===== config.mk =====
export PLATFORM = sky130hd
export DESIGN_NAME = pkt_rr_egress_arbiter
export DESIGN_NICKNAME = d
export VERILOG_FILES = /design/src/rtl/switch_arb_pkg.sv /design/src/rtl/rr_priority_picker.sv /design/src/rtl/pkt_rr_egress_arbiter.sv
export SDC_FILE = /design/constraint.sdc
export NUM_CORES = 1
export LEC_CHECK = 0
export CAP_MARGIN = 40
export CORE_MARGIN = 5
export CORE_UTILIZATION = 31
export DETAILED_ROUTE_END_ITERATION = 10
export GPL_TIMING_DRIVEN = 0
export PLACE_DENSITY = 0.8
export SKIP_CTS_REPAIR_TIMING = 1
export SYNTH_ARGS = -nofsm -noshare
export SYNTH_HDL_FRONTEND = slang
export SYNTH_HIERARCHICAL = 1
export SYNTH_SLANG_ARGS = --single-unit

===== constraint.sdc =====
create_clock -name clk_i -period 2.3 [get_ports clk_i]
set_clock_uncertainty 0.05 [all_clocks]
set_input_delay 0.345 -clock clk_i [delete_from_list [all_inputs] [get_ports clk_i]]
set_output_delay 0.345 -clock clk_i [all_outputs]
set_load 0.01 [all_outputs]

===== src/rtl/switch_arb_pkg.sv =====
// Shared types and helpers for the switch egress arbitration logic.
package switch_arb_pkg;

  typedef enum logic {ARB_IDLE, ARB_XFER} arb_state_t;

  function automatic int port_idx_width(input int num_ports);
    return (num_ports > 1) ? $clog2(num_ports) : 1;
  endfunction

endpackage


===== src/rtl/rr_priority_picker.sv =====
// Combinational round-robin picker: selects the first requester strictly after rr_last,
// wrapping around, using a double-width masked priority search.
module rr_priority_picker
  import switch_arb_pkg::*;
#(
  parameter  int P_NUM_PORTS = 4,
  localparam int IW          = port_idx_width(P_NUM_PORTS)
) (
  input  logic [P_NUM_PORTS-1:0] req,
  input  logic [IW-1:0]          rr_last,
  output logic [P_NUM_PORTS-1:0] gnt_onehot,
  output logic [IW-1:0]          gnt_idx
);

  logic [P_NUM_PORTS-1:0]   hi_mask;
  logic [2*P_NUM_PORTS-1:0] dbl_req;
  logic [2*P_NUM_PORTS-1:0] dbl_gnt;

  always_comb begin
    hi_mask = '0;
    for (int i = 0; i < P_NUM_PORTS; i++) begin
      hi_mask[i] = (i > int'(rr_last));
    end
  end

  // Lower half holds only ports above rr_last, so it wins when any of them request;
  // the upper half supplies the wrapped-around fallback.
  assign dbl_req    = {req, req & hi_mask};
  assign dbl_gnt    = dbl_req & (-dbl_req);
  assign gnt_onehot = dbl_gnt[P_NUM_PORTS-1:0] | dbl_gnt[2*P_NUM_PORTS-1:P_NUM_PORTS];

  always_comb begin
    gnt_idx = '0;
    for (int i = 0; i < P_NUM_PORTS; i++) begin
      if (gnt_onehot[i]) gnt_idx = IW'(i);
    end
  end

endmodule


===== src/rtl/pkt_rr_egress_arbiter.sv =====
// Packet-granular round-robin arbiter draining FWFT ingress FIFOs into one valid/ready
// egress stream, with a maximum packet length to survive a missing EOP.
module pkt_rr_egress_arbiter
  import switch_arb_pkg::*;
#(
  parameter  int P_NUM_PORTS     = 4,
  parameter  int P_DATA_WIDTH    = 32,
  parameter  int P_MAX_PKT_WORDS = 64,
  localparam int IW              = port_idx_width(P_NUM_PORTS)
) (
  input  logic                              clk_i,
  input  logic                              rst_i,
  input  logic [P_NUM_PORTS-1:0]            empty_i,
  input  logic [P_NUM_PORTS-1:0]            last_i,
  input  logic [P_NUM_PORTS*P_DATA_WIDTH-1:0] data_i,
  output logic [P_NUM_PORTS-1:0]            rd_o,
  output logic [P_DATA_WIDTH-1:0]           data_o,
  output logic                              last_o,
  output logic                              valid_o,
  input  logic                              ready_i,
  output logic [IW-1:0]                     gnt_idx_o,
  output logic                              busy_o,
  output logic                              err_trunc_o
);

  localparam int             CW        = $clog2(P_MAX_PKT_WORDS + 1);
  localparam logic [CW-1:0]  CNT_FORCE = CW'(P_MAX_PKT_WORDS - 1);

  arb_state_t             state_q, state_d;
  logic [IW-1:0]          gnt_q, gnt_d;
  logic [IW-1:0]          rr_last_q, rr_last_d;
  logic [CW-1:0]          cnt_q, cnt_d;
  logic                   err_q, err_d;

  logic [P_NUM_PORTS-1:0] pick_onehot;
  logic [IW-1:0]          pick_idx;
  logic                   force_rel;
  logic                   accept;
  logic [P_DATA_WIDTH-1:0] head_words [P_NUM_PORTS];

  for (genvar k = 0; k < P_NUM_PORTS; k++) begin : g_heads
    assign head_words[k] = data_i[k*P_DATA_WIDTH +: P_DATA_WIDTH];
  end

  rr_priority_picker #(
    .P_NUM_PORTS (P_NUM_PORTS)
  ) u_picker (
    .req        (~empty_i),
    .rr_last    (rr_last_q),
    .gnt_onehot (pick_onehot),
    .gnt_idx    (pick_idx)
  );

  always_ff @(posedge clk_i or posedge rst_i) begin
    if (rst_i) begin
      state_q   <= ARB_IDLE;
      gnt_q     <= '0;
      rr_last_q <= IW'(P_NUM_PORTS - 1);
      cnt_q     <= '0;
      err_q     <= 1'b0;
    end else begin
      state_q   <= state_d;
      gnt_q     <= gnt_d;
      rr_last_q <= rr_last_d;
      cnt_q     <= cnt_d;
      err_q     <= err_d;
    end
  end

  // Egress mux and read strobe are combinational on the held grant; the grant only
  // changes in IDLE, so a packet is never preempted mid-flight.
  always_comb begin
    state_d   = state_q;
    gnt_d     = gnt_q;
    rr_last_d = rr_last_q;
    cnt_d     = cnt_q;
    err_d     = 1'b0;
    valid_o   = 1'b0;
    data_o    = '0;
    last_o    = 1'b0;
    rd_o      = '0;
    accept    = 1'b0;
    force_rel = (cnt_q == CNT_FORCE);

    case (state_q)
      ARB_IDLE: begin
        if (|pick_onehot) begin
          gnt_d   = pick_idx;
          state_d = ARB_XFER;
        end
      end
      ARB_XFER: begin
        valid_o     = ~empty_i[gnt_q];
        data_o      = head_words[gnt_q];
        last_o      = last_i[gnt_q] | force_rel;
        accept      = valid_o & ready_i;
        rd_o[gnt_q] = accept;
        if (accept) begin
          if (last_o) begin
            rr_last_d = gnt_q;
            cnt_d     = '0;
            state_d   = ARB_IDLE;
            err_d     = force_rel & ~last_i[gnt_q];
          end else begin
            cnt_d = cnt_q + CW'(1);
          end
        end
      end
      default: state_d = ARB_IDLE;
    endcase
  end

  assign gnt_idx_o   = gnt_q;
  assign busy_o      = (state_q == ARB_XFER);
  assign err_trunc_o = err_q;

endmodule


After elaboration in Yosys (flattened, before gate mapping)
Cells that the tools add are included.
{"block": "word_totals", "output_inout_bits": 42, "input_bits": 139, "word_cells": 55, "register_bits": 13}
{"block": "classes", "eq_ne": 1, "n_lt_le_gt_ge": 6, "n_bitwise": 12, "reduce_logical": 5, "add_sub_neg": 2, "mux": 24}
{"operator": "32-bit two-way mux", "count": 3}
{"operator": "32-bit binary-select mux with 2-bit select", "count": 1}
{"operator": "1-bit two-way mux", "count": 12}
{"operator": "4-bit AND", "count": 2}
{"operator": "8-bit AND", "count": 1}
{"operator": "8-bit negation", "count": 1}
{"operator": "7-bit by 1-bit adder with 7-bit output (second input constant)", "count": 1}
{"operator": "7-bit by 6-bit equality test with 1-bit output (second input constant)", "count": 1}
{"operator": "7-bit two-way mux", "count": 1}
{"operator": "1-bit binary-select mux with 2-bit select", "count": 2}
{"operator": "2-bit greater-than comparator (first input constant)", "count": 2}
{"operator": "2-bit two-way mux", "count": 2}
{"operator": "4-bit two-way mux", "count": 1}
{"operator": "4-bit inverter", "count": 1}
{"operator": "4-bit bitwise OR", "count": 1}
{"operator": "2-bit AND reduction", "count": 2}
{"operator": "4-bit OR reduction", "count": 1}
{"operator": "3-bit greater-or-equal comparator (second input constant)", "count": 1}
{"operator": "2-bit by 3-bit < comparator with 1-bit output (second input constant)", "count": 1}
{"operator": "1-bit inverter", "count": 3}
{"operator": "2-bit inverter with 3-bit output", "count": 1}
{"operator": "3-bit AND reduction", "count": 1}
{"operator": "1-bit AND", "count": 2}
{"operator": "1-bit demux with 2-bit select", "count": 1}
{"operator": "5 further kinds", "count": 5}

Depth between registers and ports, before layout
Gate-level depths: netlist of run 1.
{"block": "depth", "depth_word": 8, "ltp_mapped": 8, "mapped_depth_nobuf": 7}

Cells and area by module
The synthesis of run 1 kept the hierarchy.
{"mod": "pkt_rr_egress_arbiter", "instances": 1, "area_per_inst_um2": 1721.7, "cells_per_inst": 152}
{"mod": "rr_priority_picker", "instances": 1, "area_per_inst_um2": 215.2, "cells_per_inst": 33}

Worst setup path after synthesis of run 1
Ideal clock, no wire load.
{"block": "synth_path", "path_kind": "register to output", "start": "reg gnt_q[0] (netlist: gnt_idx_o[0])", "end": "out data_o[10]", "path_buffers": 3, "stages_incl_launch_ff": 6, "setup_slack_ns": 0.085, "required_ns": 1.905, "arrival_time_ns": 1.820, "cell_sequence": "dfrtp_1 -> buf_6 -> buf_2 -> buf_2 -> mux4_2 -> and2_1"}
{"block": "synth_via", "elab_chain_cells": 5}
{"element": "start, declared", "line_no": "pkt_rr_egress_arbiter.sv:30", "text": "logic [IW-1:0] gnt_q, gnt_d;"}
{"element": "start signal, assigned", "line_no": "pkt_rr_egress_arbiter.sv:63", "text": "gnt_q <= gnt_d;"}
{"element": "2-bit inverter with 3-bit output (implied by the code)", "line_no": "pkt_rr_egress_arbiter.sv:94", "text": "data_o = head_words[gnt_q];"}
{"element": "32-bit binary-select mux with 2-bit select", "line_no": "pkt_rr_egress_arbiter.sv:94"}
{"element": "32-bit two-way mux (implied by the code) (2 in series)", "line_no": "pkt_rr_egress_arbiter.sv:94"}
{"element": "32-bit two-way mux", "line_no": "pkt_rr_egress_arbiter.sv:85", "text": "case (state_q)"}
{"element": "end, declared", "line_no": "pkt_rr_egress_arbiter.sv:17", "text": "output logic [P_DATA_WIDTH-1:0] data_o,"}
Every way passes these cells. The select of a mux whose other input is x is not followed.

Worst setup path after layout of run 1
{"block": "layout_path", "start": "reg gnt_q[0] (netlist: gnt_idx_o[0])", "end": "out data_o[27]"}
Same word-level chain as after synthesis.

==> flow_summary_export.csv, run 1 <==
group,metric,value,unit
power,p_leak,1.796,nW
timing,rsz0062_at_grt,"yes",
logic_synthesis,ys_types,46,
floorplanning,initial_core_util,0.3233,
layout,final-seq-area,330.3,sq um
layout,layout.nets,521,
logic_synthesis,syn_nets,325,
logic_synthesis,synth_area_per_cell,10.47,sq um
floorplanning,io_pins,181,
layout,final_common_cell,"clkdlybuf4s50_1",
layout,drive_gt1_frac,0.3053,
critical_path,cp_max_fo,10,
logic_synthesis,synth_seq_cells,13,
detailed_routing,drtIter0Drc,64,
grt,grt_first_pass_wirelength,12.60,mm
detailed_routing,drc,0,
logic_synthesis,yosysSeqAreaShare,0.1693,
grt,grt_start_max_net_pins,14,
clocking,cts_buffers,3,
floorplanning,rows,28,
grt,grt_use_met2,0.3934,
grt,grt_antenna_before_repair,0,
placed_design,place_area,0.003832,sq mm
critical_path,setup.worst_path.end_class,"output port",
power,powerDensity,1003,mW/mm^2
clocking,cts_tree,"built",
detailed_routing,drt_wl_total,9.175,mm
floorplanning,die_area,0.007929,sq mm
layout,final_cell_mix,"clkdlybuf4s50_1, mux4_2, and2_1",
critical_path,critPathRequiredTime,1.90,ns
detailed_routing,via_count,2364,
worst_hold_path,hp-class,"input pin to async pin",
timing,min_period,2.522,ns
critical_path,timing.rr.end,"rr_last_q[0]",
clocking,cts_root_buffer,"clkbuf_8",
timing,setup_ws,-0.2222,ns
floorplanning,die_h,89.05,um
timing,slew_viol_final,0,
layout,multi_input_area,0.001546,sq mm
floorplanning,die_w,89.05,um
critical_path,arrival,2.13,ns
clocking,clk_latency,0.25,ns
clocking,cts_buffer_depth,2,
critical_path,worstReg2RegStart,"gnt_idx_o[0]",
layout,num_antenna_cells,0,
layout,nFillCells,472,
timing,final.setup.tns,-1.794,ns
grt,globalRouteOverflowTotal,0,
clocking,htreeDepth,1,
grt,track_usage,0.2073,
timing,setup_viol,21,
timing,max_freq,0.3965,GHz
grt,busiest_layer,"met2",
timing,finalCritPeriodShare,1.097,
run_status,failed_checks,"setup timing",
timing,relSlewSlack,0.6676,
detailed_routing,post_drt_wl_per_cell,20.16,um
critical_path,crit_end,"data_o[27]",
logic_synthesis,syn-cell-area,0.001937,sq mm
placed_design,dp.cells,440,
layout,design_area,0.004159,sq mm
run,max-cap-violations,0,
timing,worstMarginPinSlew,0.4981,ns
clocking,clk_pin_slew,0.06,ns
layout,fin_cells,455,
power,peakVddDrop,0.7724,mV
logic_synthesis,yosys_warnings,6,
critical_path,r2r_slack,0.34,ns
detailed_routing,viasPerCell,5.196,
run_status,status,"complete, but fails checks",
clocking,numClockSinks,13,
critical_path,reg2reg_depth,5,
layout,syn2layout_area_growth,114.7,%
grt,grt_use_met3,0.02949,
logic_synthesis,synth_cells,185,
floorplanning,core-area,0.005991,sq mm
grt,first_global_vias,2311,
detailed_routing,drtPass1Iterations,4,
critical_path,path_class,"register to output port",
placed_design,hpwl,7.512,mm
timing,hold_ws,0.3692,ns
critical_path,crit_path_start,"gnt_idx_o[0]",
placed_design,port_buffers,180,
timing,hold_violations,0,
critical_path,crit_path_start_kind,"register",
placed_design,place.gp.congestion,0.8797,
grt,use_met1,0.2513,
detailed_routing,ant_nets,0,
worst min-delay path by stage:
| stage | slack (ns) | endpoint | cells after the start |
|---|---|---|---|
| global route | 0.42 | gnt_idx_o[0] | 2 |
| detailed placement | 0.43 | cnt_q[6] | 1 |
| floorplan | 0.17 | busy_o | 1 |
| finish | 0.37 | gnt_idx_o[0] | 2 |
| CTS | 0.40 | cnt_q[1] | 2 |
| global placement | 0.42 | cnt_q[6] | 1 |
logic make-up (layout without fill, tap and decap cells):
kind of cell | after synthesis | count (layout) | synth area share
adder cells (fa/ha/maj) | 1 | 1 | 0.006459
multiplexers | 39 | 39 | 0.4205
AO/OA/AOI/OAI | 33 | 33 | 0.1273
flip-flops | 13 | 13 | 0.1692
AND/OR/NAND/NOR | 71 | 71 | 0.2080
buffers and inverters | 28 | 223 | 0.06848
state kept, by name, indices dropped and copies added (netlist names):
register     flops
cnt_q            7
gnt_idx_o        2
rr_last_q        2
err_trunc_o      1
busy_o           1
metrics by stage:
stage / utilization / worst slack, ns / power, mW
floorplan: - / 0.08528 / 2.119
global placement: 0.6397 / -0.5648 / 3.399
detailed placement: 0.6397 / -0.5851 / 3.444
CTS: 0.6472 / -0.7894 / 3.657
global route: 0.6942 / -0.3063 / 4.441
finish: 0.6942 / -0.2222 / 4.173
report_power, final:
group	switching (mW)	internal (mW)	total, mW
Clock	0.0860	0.123	0.209
Sequential	0.0858	0.315	0.401
Combinational	1.37	2.19	3.56
synth_stat cells, drive strengths merged:
cell     count  share of area
a211oi       2         0.0077
a21boi       1         0.0039
a21o         1         0.0039
a21oi        5          0.017
a22o         1         0.0045
a22oi        2         0.0077
a31oi        1         0.0032
and2        32           0.10
and2b        1         0.0039
and3         1         0.0032
and3b        1         0.0045
and4         1         0.0045
buf          7          0.023
clkbuf      11          0.026
dfrtp       11           0.14
dfstp        2          0.027
ha           1         0.0065
inv         10          0.019
mux2         6          0.037
mux4        33           0.38
nand2        9          0.017
nand2b       2         0.0065
nand3        3         0.0077
nor2        11          0.021
nor2b        3          0.011
nor3         2         0.0052
nor3b        2         0.0077
nor4         1         0.0032
o211a        1         0.0052
o21a         2         0.0077
o21ai       10          0.026
o21bai       2         0.0077
o221a        1         0.0058
o221ai       1         0.0077
o22ai        1         0.0032
o2bb2ai      1         0.0045
o32a         1          0.012
or3          1         0.0032
or4b         1         0.0052
worst max-delay path, cell delays in order, from the launching register on:
cell and delay (ns):
dfrtp_1 0.37, buf_6 0.15, buf_4 0.20, mux4_2 0.52
and2_1 0.16, clkdlybuf4s50_1 0.48
metal layers:
metal / vias up / wire (um)
met2: 105 / 4898
met3: 10 / 750
li1: 1091 / -
met1: 1158 / 3410
met5: - / 0
met4: 0 / 116
layout make-up:
| cell class | instances | share of cell area |
|---|---|---|
| Timing Repair Buffer | 194 | 0.4723 |
| Multi-Input combinational cell | 144 | 0.3718 |
| Sequential cell | 13 | 0.07942 |
| Buffer | 15 | 0.03400 |
| Tap cell | 75 | 0.02256 |
| Clock buffer | 4 | 0.01083 |
| Inverter | 10 | 0.009025 |
Note: power is estimated with default switching activity, not from simulation.
==> run 2, diff against run 1 <==
- REMOVE_ABC_BUFFERS: unset -> 1
==> run 2 against run 1 <==
  * The flow still finishes with violations (setup timing)
  * Sequential share of layout area about the same
  * Utilization up 0.69 points
  * Routed wire length up 7.2%
  * Global-route usage up 0.56 points
  * Largest power group unchanged
  * Cell count down 1.3%
  * Critical endpoint is now rd_o[1]
==> flow_summary_export.csv, run 2 (synthesis results as in run 1) <==
group,metric,value,unit
timing,slew_viol_final,0,
critical_path,cp_max_fo,6,
clocking,cts_tree,"built",
clocking,cts_root_buffer,"clkbuf_8",
critical_path,crit_family,"flip-flops",
detailed_routing,ant_nets,0,
placed_design,hpwl,7.578,mm
power,p_comb_frac,0.835,
grt,globalRouteOverflowTotal,0,
critical_path,path_class,"register to output port",
placed_design,place_area,0.003815,sq mm
layout,final-seq-area,335.3,sq um
critical_path,worstPathCellList,"buf_8 > mux2_4 > o32a_4 > nor3b_2 > buf_2",
placed_design,dp.cells,425,
power,powerDensity,979.9,mW/mm^2
layout,fin_cells,449,
floorplanning,core-area,0.005991,sq mm
power,p_clk_frac,0.051,
clocking,htreeDepth,1,
layout,drive_gt1_frac,0.2219,
timing,hold_ws,0.3755,ns
worst_hold_path,hp-class,"input pin to async pin",
detailed_routing,drc,0,
detailed_routing,via_count,2336,
placed_design,place.gp.congestion,0.8732,
floorplanning,io_pins,181,
clocking,numClockSinks,13,
timing,setup_ws,-0.08584,ns
layout,top_register,"cnt_q",
detailed_routing,drtIter0Drc,63,
timing,rsz0062_at_grt,"yes",
timing,worstMarginPinSlew,0.5056,ns
grt,first_global_vias,2214,
detailed_routing,post_drt_wl_per_cell,21.91,um
power,p_leak,1.953,nW
run,max-cap-violations,0,
detailed_routing,drtPass1Iterations,4,
layout,multi_input_area,0.001519,sq mm
floorplanning,rows,28,
grt,grt_antenna_before_repair,0,
power,peakVddDrop,0.6965,mV
power,switching_share,0.3805,
timing,relSlewSlack,0.6626,
grt,track_usage,0.2128,
layout,nFillCells,427,
run_status,status,"complete, but fails checks",
critical_path,reg2reg_depth,7,
placed_design,dp_slack,-0.6331,ns
detailed_routing,viasPerCell,5.203,
critical_path,path_depth,5,
critical_path,arrival,1.99,ns
grt,grt_start_max_net_pins,33,
timing,hold_violations,0,
layout,final_cell_mix,"clkdlybuf4s50_1, mux4_2, dlymetal6s2s_1",
power,power_switching,1.566,mW
power,p_seq_frac,0.114,
critical_path,setup.worst_path.end_class,"output port",
floorplanning,die_h,89.05,um
critical_path,cp_slowest_stage_delay,0.52,ns
clocking,clk_pin_slew,0.06,ns
critical_path,path_buf_inv,2,
timing,finalCritPeriodShare,1.037,
layout,num_antenna_cells,0,
layout,design_area,0.004200,sq mm
timing,min_period,2.386,ns
floorplanning,die_area,0.007929,sq mm
clocking,cts_buffer_depth,2,
run_status,failed_checks,"setup timing",
floorplanning,initial_core_util,0.3233,
timing,max_freq,0.4191,GHz
layout,largest_reg_flops,7,
layout,final_common_cell,"clkdlybuf4s50_1",
critical_path,critPathRequiredTime,1.90,ns
layout,syn2layout_area_growth,116.9,%
critical_path,slowest_stage,"dfrtp_4",
power,p_int,2.550,mW
detailed_routing,drt_wl_total,9.839,mm
floorplanning,die_w,89.05,um
timing,setup_viol,5,
clocking,clk_latency,0.24,ns
grt,grt_first_pass_wirelength,12.79,mm
clocking,cts_buffers,3,
critical_path,crit_path_start_kind,"register",
layout,layout.nets,515,
placed_design,port_buffers,180,
[run 2: power by group through the flow]
stage               sequential, mW  combinational, mW  clock, mW
floorplan                    0.645               1.40          0
global placement             0.769               2.59          0
detailed placement           0.578               2.91          0
CTS                          0.578               2.92      0.210
global route                 0.483               3.64      0.227
finish                       0.467               3.44      0.210
[run 2: worst register-to-register path: cells and delay by family, from the launching register on]
kind	cells	cell delay (ns)
and+or+nand+nor	1	0.14
AOI/OAI and AO/OA	1	0.42
muxes	2	0.68
DFF	1	0.52
buffers and inverters	3	0.42
[run 2: through the flow]
| stage | TNS (ns) | utilization | total power, mW |
|---|---|---|---|
| 3_5_place_dp | -10.65 | 0.6368 | 3.486 |
| 5_1_grt | -0.4875 | 0.7011 | 4.347 |
| 3_3_place_gp | -70.55 | 0.6239 | 3.356 |
| 6_report | -0.2192 | 0.7011 | 4.116 |
| 2_1_floorplan | -28.15 | - | 2.042 |
| 4_1_cts | -20.99 | 0.6443 | 3.708 |
[run 2: worst paths after layout]
path,slack [ns],startpoint,endpoint
setup / recovery,-0.09,gnt_idx_o[0],rd_o[1]
hold / removal,0.38,rst_i,gnt_idx_o[0]
setup reg to reg,-0.01,gnt_idx_o[0],rr_last_q[0]
hold reg to reg,0.44,cnt_q[6],cnt_q[6]
max in group asynchronous,1.45,rst_i,gnt_idx_o[1]
min in group clk_i,0.44,cnt_q[6],cnt_q[6]
[run 2: per-layer routing]
layer | global-route usage | wire length (um) | vias up
li1 | - | - | 1077
met1 | 0.2519 | 3555 | 1138
met2 | 0.3839 | 5098 | 103
met3 | 0.05069 | 937 | 18
met4 | 0.05954 | 248 | 0
met5 | 0 | 0 | -
[run 2: layout make-up]
type	instances	share of cell area
Clock buffer	4	0.01072
Inverter	10	0.008937
Multi-Input combinational cell	144	0.3616
Sequential cell	13	0.07983
Tap cell	75	0.02234
Timing Repair Buffer	203	0.5165
==> run 3, diff against run 2 <==
- SETUP_SLACK_MARGIN: unset -> 0.2
==> run 3 against run 2 <==
  * The flow still finishes with violations (setup timing)
  * Critical path depth is 1 higher
  * Worst hold slack better by 0.0041 ns
  * Setup slack better by 0.030 ns
  * Routed wire length is 3.2% higher
  * Power is 11% higher
  * Sequential power is 1% lower
  * Critical endpoint is now last_o
  * Design area is 1.3% higher
  * Largest power group unchanged
  * Count of clock-buffer cells in the layout stayed put
  * Cell count is 3.6% higher
  * Non-clock buffer count is 16 higher
  * Combinational power is 13% higher
==> flow_summary_export.csv, run 3 (synthesis results as in run 1) <==
group,metric,value,unit
floorplanning,die_area,0.007929,sq mm
timing,max_freq,0.4245,GHz
timing,setup_viol,10,
power,peakVddDrop,0.6910,mV
clocking,cts_buffers,3,
clocking,clk_latency,0.25,ns
placed_design,dp.cells,425,
floorplanning,die_w,89.05,um
critical_path,slowest_stage,"dfrtp_4",
placed_design,port_buffers,180,
layout,layout.nets,531,
grt,first_global_vias,2214,
critical_path,crit_family,"flip-flops",
floorplanning,die_h,89.05,um
placed_design,place.gp.congestion,0.8732,
clocking,numClockSinks,13,
timing,worstMarginPinSlew,0.5203,ns
grt,globalRouteOverflowTotal,0,
run,max-cap-violations,0,
critical_path,arrival,1.96,ns
critical_path,cp_slowest_stage_delay,0.51,ns
detailed_routing,via_count,2426,
detailed_routing,drc,0,
timing,rsz0062_at_grt,"yes",
grt,grt_antenna_before_repair,0,
layout,drive_gt1_frac,0.3974,
clocking,clk_pin_slew,0.06,ns
layout,largest_reg_flops,7,
layout,num_antenna_cells,0,
layout,fin_cells,465,
detailed_routing,drt_wl_total,10.15,mm
grt,grt_start_max_net_pins,33,
critical_path,path_class,"register to output port",
critical_path,reg2reg_depth,8,
run_status,failed_checks,"setup timing",
timing,hold_violations,0,
layout,top_register,"cnt_q",
clocking,htreeDepth,1,
power,powerDensity,1071,mW/mm^2
critical_path,cp_max_fo,7,
timing,final.setup.tns,-0.2719,ns
critical_path,path_buf_inv,3,
worst_hold_path,hp-class,"input pin to async pin",
grt,grt_first_pass_wirelength,12.79,mm
detailed_routing,post_drt_wl_per_cell,21.83,um
clocking,cts_tree,"built",
floorplanning,initial_core_util,0.3233,
timing,relSlewSlack,0.6528,
critical_path,crit_path_start_kind,"register",
timing,finalCritPeriodShare,1.024,
timing,min_period,2.355,ns
layout,final_common_cell,"clkdlybuf4s50_1",
detailed_routing,drtPass1Iterations,4,
placed_design,hpwl,7.578,mm
detailed_routing,viasPerCell,5.217,
placed_design,dp_slack,-0.6331,ns
power,p_leak,1.770,nW
detailed_routing,drtIter0Drc,75,
critical_path,critPathRequiredTime,1.90,ns
critical_path,timing.rr.end,"rr_last_q[1]",
clocking,cts_root_buffer,"clkbuf_8",
grt,track_usage,0.2128,
timing,slew_viol_final,0,
detailed_routing,ant_nets,0,
floorplanning,rows,28,
critical_path,worstPathCellList,"buf_4 > buf_12 > mux4_2 > a21oi_4 > nor2_1 > clkbuf_2",
floorplanning,core-area,0.005991,sq mm
layout,final_cell_mix,"clkdlybuf4s50_1, mux4_2, buf_4",
critical_path,worstReg2RegStart,"gnt_idx_o[0]",
timing,setup_ws,-0.05549,ns
run_status,status,"complete, but fails checks",
critical_path,setup.worst_path.end_class,"output port",
layout,nFillCells,440,
clocking,cts_buffer_depth,2,
critical_path,r2r_slack,-0.04,ns
layout,syn2layout_area_growth,119.6,%
floorplanning,io_pins,181,
## run 3: metal layers
metal | share of wire | vias up | global-route usage
li1 | - | 1113 | -
met4 | 0.020 | 0 | 0.05954
met1 | 0.36 | 1182 | 0.2519
met2 | 0.53 | 113 | 0.3839
met5 | 0 | - | 0
met3 | 0.088 | 18 | 0.05069
## run 3: stage by stage
step | hold slack, ns | cell area (sq um) | utilization | power [mW]
final | 0.3796 | 4253 | 0.7099 | 4.554
after global routing | 0.4253 | 4253 | 0.7099 | 4.790
after CTS | 0.3923 | 3860 | 0.6443 | 3.708
after detailed placement | 0.4277 | 3815 | 0.6368 | 3.486
after global placement | 0.4153 | 3737 | 0.6239 | 3.356
after floorplan | 0.1705 | 1842 | - | 2.042
## run 3: cell type report
type                            count  area (sq um)  share of cell area
Multi-Input combinational cell    144          1580              0.3716
Tap cell                           75         93.84             0.02207
Timing Repair Buffer              219          2161              0.5081
Clock buffer                        4         45.04             0.01059
Inverter                           10         37.54            0.008826
Sequential cell                    13         335.3             0.07885
## run 3: worst max path at each step
stage	from	to	slack, ns	cells past startpoint
5_1_grt	gnt_idx_o[0]	rd_o[2]	-0.10	5
2_1_floorplan	gnt_idx_o[0]	rd_o[1]	-0.83	3
3_3_place_gp	gnt_idx_o[0]	rd_o[1]	-1.75	4
4_1_cts	gnt_idx_o[0]	last_o	-0.90	5
6_report	gnt_idx_o[0]	last_o	-0.06	6
3_5_place_dp	gnt_idx_o[0]	last_o	-0.63	5
## run 3: power breakdown
part           switching, mW  leakage [nW]  total [mW]  internal, mW
Combinational           1.49          1.59        3.88          2.39
Clock                 0.0916        0.0228       0.214         0.123
Sequential             0.134         0.159       0.461         0.327
